**config.mk**
```make
export PLATFORM = sky130hd
export DESIGN_NAME = sort_seq
export DESIGN_NICKNAME = d
export VERILOG_FILES = /design/src/rtl/sort_seq.sv
export SDC_FILE = /design/constraint.sdc
export NUM_CORES = 1
export LEC_CHECK = 0
export ABC_CLOCK_PERIOD_IN_PS = 6600
export BUFFER_PORTS_ARGS = -buffer_cell sky130_fd_sc_hd__buf_2
export CAP_MARGIN = 20
export CORE_ASPECT_RATIO = 1.1
export CORE_MARGIN = 3
export CORE_UTILIZATION = 25
export CTS_BUF_LIST = sky130_fd_sc_hd__clkbuf_8 sky130_fd_sc_hd__clkbuf_16
export CTS_CLUSTER_DIAMETER = 40
export DETAILED_ROUTE_END_ITERATION = 16
export GPL_TIMING_DRIVEN = 0
export HOLD_SLACK_MARGIN = 0.12
export PLACE_DENSITY = 0.48
export SLEW_MARGIN = 20
export SYNTH_ARGS = -nofsm -noshare
export SYNTH_HDL_FRONTEND = slang
export SYNTH_SLANG_ARGS = --single-unit
```
**constraint.sdc**
```tcl
create_clock -name clk -period 6.6 [get_ports clk]
set_input_delay 1.32 -clock clk [delete_from_list [all_inputs] [get_ports clk]]
set_output_delay 1.32 -clock clk [all_outputs]
set_load 0.05 [all_outputs]
```
**src/rtl/sort_seq.sv**
```systemverilog
// In-place selection sort of RAM words 0..N-1 through a single-port synchronous RAM.
// Outputs are registered one state ahead so each RAM address is presented during its own state.
module sort_seq #(
  parameter int unsigned N  = 8,
  parameter int unsigned DW = 8,
  parameter int unsigned AW = 3
) (
  input  logic          clk,
  input  logic          rst,
  input  logic          start,
  output logic [AW-1:0] ram_addr,
  output logic          ram_we,
  output logic [DW-1:0] ram_wdata,
  input  logic [DW-1:0] ram_rdata,
  output logic          busy,
  output logic          done,
  output logic [7:0]    swaps,
  output logic [2:0]    PS
);

  typedef enum logic [2:0] {
    IDLE     = 3'd0,
    RD_I     = 3'd1,
    LAT_I    = 3'd2,
    SCAN_RD  = 3'd3,
    SCAN_CMP = 3'd4,
    SW1      = 3'd5,
    SW2      = 3'd6,
    DONE     = 3'd7
  } state_t;

  localparam logic [AW-1:0] LAST = AW'(N - 1);

  state_t        state;
  logic [AW-1:0] i, j, min_idx;
  logic [DW-1:0] min_val, anchor_val;

  logic [AW-1:0] i_inc, j_inc, scan_idx;
  logic [DW-1:0] scan_val;

  // Running minimum including the word returned this cycle; ties keep the earlier index.
  always_comb begin
    i_inc    = i + AW'(1);
    j_inc    = j + AW'(1);
    scan_idx = min_idx;
    scan_val = min_val;
    if (ram_rdata < min_val) begin
      scan_idx = j;
      scan_val = ram_rdata;
    end
  end

  // RD_I reads the anchor only when it is not the final index.
  function automatic logic [AW-1:0] rd_addr(input logic [AW-1:0] ni);
    return (ni == LAST) ? '0 : ni;
  endfunction

  assign PS = state;

  always_ff @(posedge clk) begin
    if (!rst) begin
      state      <= IDLE;
      i          <= '0;
      j          <= '0;
      min_idx    <= '0;
      min_val    <= '0;
      anchor_val <= '0;
      swaps      <= '0;
      busy       <= 1'b0;
      done       <= 1'b0;
      ram_we     <= 1'b0;
      ram_addr   <= '0;
      ram_wdata  <= '0;
    end else begin
      done      <= 1'b0;
      ram_we    <= 1'b0;
      ram_addr  <= '0;
      ram_wdata <= '0;
      case (state)
        IDLE: begin
          if (start) begin
            i        <= '0;
            swaps    <= '0;
            state    <= RD_I;
            busy     <= 1'b1;
            ram_addr <= rd_addr('0);
          end
        end
        RD_I: begin
          if (i == LAST) begin
            state <= DONE;
            done  <= 1'b1;
          end else begin
            state <= LAT_I;
          end
        end
        LAT_I: begin
          anchor_val <= ram_rdata;
          min_val    <= ram_rdata;
          min_idx    <= i;
          j          <= i_inc;
          state      <= SCAN_RD;
          ram_addr   <= i_inc;
        end
        SCAN_RD: state <= SCAN_CMP;
        SCAN_CMP: begin
          min_val <= scan_val;
          min_idx <= scan_idx;
          if (j == LAST) begin
            if (scan_idx != i) begin
              state     <= SW1;
              ram_we    <= 1'b1;
              ram_addr  <= i;
              ram_wdata <= scan_val;
            end else begin
              i        <= i_inc;
              state    <= RD_I;
              ram_addr <= rd_addr(i_inc);
            end
          end else begin
            j        <= j_inc;
            state    <= SCAN_RD;
            ram_addr <= j_inc;
          end
        end
        SW1: begin
          state     <= SW2;
          ram_we    <= 1'b1;
          ram_addr  <= min_idx;
          ram_wdata <= anchor_val;
        end
        SW2: begin
          if (swaps != 8'hFF) swaps <= swaps + 8'd1;
          i        <= i_inc;
          state    <= RD_I;
          ram_addr <= rd_addr(i_inc);
        end
        DONE: begin
          state <= IDLE;
          busy  <= 1'b0;
        end
        default: begin
          state <= IDLE;
          busy  <= 1'b0;
        end
      endcase
    end
  end

endmodule

```
==> metrics.txt <==
outcome=finished clean; worst hold endpoint=anchor_val[3]$_SDFFE_PN0P_; R2R Path Start=min_val[1]$_SDFFE_PN0P_; initial antenna violation count=0; sequential fraction of the synthesis area=37.8%; reg2reg end=ram_wdata[2]$_SDFF_PN0_; most frequent cells in the layout=51 x nand2_1, 50 x dfxtp_1, 36 x buf_2; Worst-Skew Late Latency=0.31 ns; Die Wd=104 um; mean post-synth cell area=8.80 um2; Mapped Nets=325; area of the core=10100 um2; pins over their slew limit=0; CTS tree=built; M3 GR Usage=2.60%; area occupied by multi-input gates=1530 um2; DR vias/cell=4.68; Int Pwr=0.475 mW; CTS Buf Count=5; routability cong.=0.802; CP top delay family=compound AO/OA/AOI/OAI gates; total wire length=6.76 mm; Antenna Cells=0; ys async rst share=0%; Clock Path Buffers=2; Power Density=217 nW/um2; drt pass-1 iters=4; Crit. Startpoint=ram_rdata[1]; overall via count from detail_route=2264; DP Wirelength=4.81 mm; Reg power frac=48.2%; hold wc startpoint=anchor_val[3]$_SDFFE_PN0P_; Core Rows=38; min cycle time layout=3.74 ns; final setup fails=0; Switching Fraction=29.7%; R2R depth=10; Fin Hold WS=0.473 ns; register-to-register setup slack=3.61 ns; final net count=367; CP max stage delay=0.59 ns; clock network power share=33.0%; CTS Hold Buffers Added=0; DIE AREA=11900 um2; crit path max fanout=10; synth warn=0; Synth Cell Area=2650 um2; layer with the highest usage=met2; Max Fclk=268 MHz; Top Ports=36; worst path bufs/invs=2; critical path class=input port to register; DR WL/cell=14.0 um; clock sink total=50; Setup crit end kind=register; post-route ant nets=0; CP Data Arrival Time=3.92 ns; Distinct cells, synth=53; RSZ-0062 raised after global routing=no; register area=1000 um2; proportion of layout cells with a drive suffix above 1=16.6%; pin count of the biggest net entering global routing=16; final instance area=3120 um2; grt ovf=0; P_leak=1.20 nW; NetSw=0.201 mW; GRT met1 Usage=14.7%; IO buf count=35; slowest CP cell=o311ai_4; Yosys reg bits=50; Area after DPL=3010 um2; commonest non-fill, non-tap cell in the layout=nand2_1; EDFF count, synth=0; Synth Flop Type=dfxtp_1; number of H-tree levels=2; routing usage on met2=19.5%; period utilisation layout=56.6%; total track usage=11.6%; CP startpoint kind=input port; part of the power in combinational logic=18.8%; maximum VDD drop=0.0887 mV; die height=114 um; Slew HR=46.8%; Fillers=1115; Final Hold Fails=0; vias in the first global route=2211; area growth from synthesis to layout=17.7%; WP data required=6.78 ns; Post-route DRC=0; Cells after Synth=301; Clk Tree Root Cell=clkbuf_8; total power=0.676 mW; Least-Margin Pin Slew=0.789 ns; cts repair resizes=0; Clock transition at path regs=0.10 ns; initial DRC count=136; MaxCap Viol Count=0; hold path cells=2; worst path cell trace=buf_2, ha_1, a2111o_1, a31oi_4, buf_12, mux2i_4, xnor2_4, o311ai_4, a2bb2oi_1, nor2_1; global-route wire length before repair=11.1 mm; Setup TNS=0 ns; Setup Buffers After CTS=0; Hold Crit Class=register to register; Initial Util=26.3%; worst clock skew=0.00759 ns
## sequential cells by signal, summed over array words and instances (netlist names)
name,cells
min_idx,3
min_val,8
busy,1
anchor_val,8
i,3
ram_wdata,8
swaps,8
ram_we,1
j,3
ram_addr,3
PS,3
done,1
## area by class of cell
cell class	count	area share [%]
Buffer	15	2.49
Sequential cell	50	32.1
Multi-Input combinational cell	223	49.1
Clock inverter	3	1.32
Inverter	13	1.57
Timing Repair Buffer	35	5.62
Clock buffer	5	2.21
Tap cell	140	5.62
## metrics by stage
stage | util (%) | instances | setup slack [ns]
after floorplan | - | 301 | 3.00
after detailed placement | 29.8 | 476 | 2.49
after global routing | 30.9 | 484 | 2.74
after CTS | 30.9 | 484 | 2.83
final | 30.9 | 484 | 2.86
after global placement | 29.8 | 476 | 2.51
## kinds of logic after synthesis
logic type,synth area share (%)
flops,37.8
simple gates,16.5
xor+xnor,3.59
fa+ha+maj,6.14
buf+inv,4.77
mux,5.39
compound gates,25.8
## cell usage after synthesis (2+ instances only)
master     count  share of area [%]
nand2_1       51                7.2
dfxtp_1       50                 38
nor2_1        22                3.1
a21boi_0      19                5.4
o21ai_0       17                3.2
a21oi_1       13                2.5
ha_1          13                6.1
inv_1         13                1.8
clkbuf_1      12                1.7
mux2i_1       12                4.5
a2bb2oi_1      8                2.6
nand2b_1       4               0.94
o211ai_1       4                1.1
o21ai_1        4               0.76
a22oi_1        3               0.85
nand3_1        3               0.57
nand4_1        3               0.71
o21a_1         3               0.85
o31ai_1        3               0.85
xor2_1         3               0.99
and2_1         2               0.47
and3_1         2               0.47
nor2b_1        2               0.47
o211a_1        2               0.76
o2bb2ai_1      2               0.66
o41ai_1        2               0.66
or3_1          2               0.47
xnor2_2        2                1.2
## metal layers
metal	wire (um)	vias up	part of all wire (%)
li1	-	1150	-
met1	3250	1051	48
met2	3130	56	46
met3	295	7	4.4
met4	76	0	1.1
met5	0	-	0
## worst reg2reg max path: cells and delay by family (launching register included)
kind                       cells  cell delay (ns)
adders and majority gates      1             0.26
AOI/OAI and AO/OA              4             1.54
xor gates and xnor gates       1             0.13
muxes                          1             0.28
and+or+nand+nor                1             0.05
buffers and inverters          2             0.24
DFF                            1             0.36
## how the worst max path moves through the flow
stage	endpoint	slack, ns	depth (start not counted)
3_5_place_dp	ram_wdata[2]$_SDFF_PN0_	2.49	10
2_1_floorplan	ram_addr[2]$_SDFF_PN0_	3.00	9
5_1_grt	ram_wdata[3]$_SDFF_PN0_	2.74	10
4_1_cts	ram_wdata[2]$_SDFF_PN0_	2.83	10
6_report	ram_wdata[2]$_SDFF_PN0_	2.86	10
3_3_place_gp	ram_wdata[2]$_SDFF_PN0_	2.51	10
## power groups by stage
| stage | registers, mW | clock network (mW) | logic (mW) |
|---|---|---|---|
| 5_1_grt | 0.328 | 0.245 | 0.142 |
| 3_5_place_dp | 0.333 | 0 | 0.128 |
| 2_1_floorplan | 0.343 | 0 | 0.0838 |
| 6_report | 0.326 | 0.223 | 0.127 |
| 3_3_place_gp | 0.332 | 0 | 0.126 |
| 4_1_cts | 0.326 | 0.232 | 0.129 |
(Power assumes the default switching activity.)
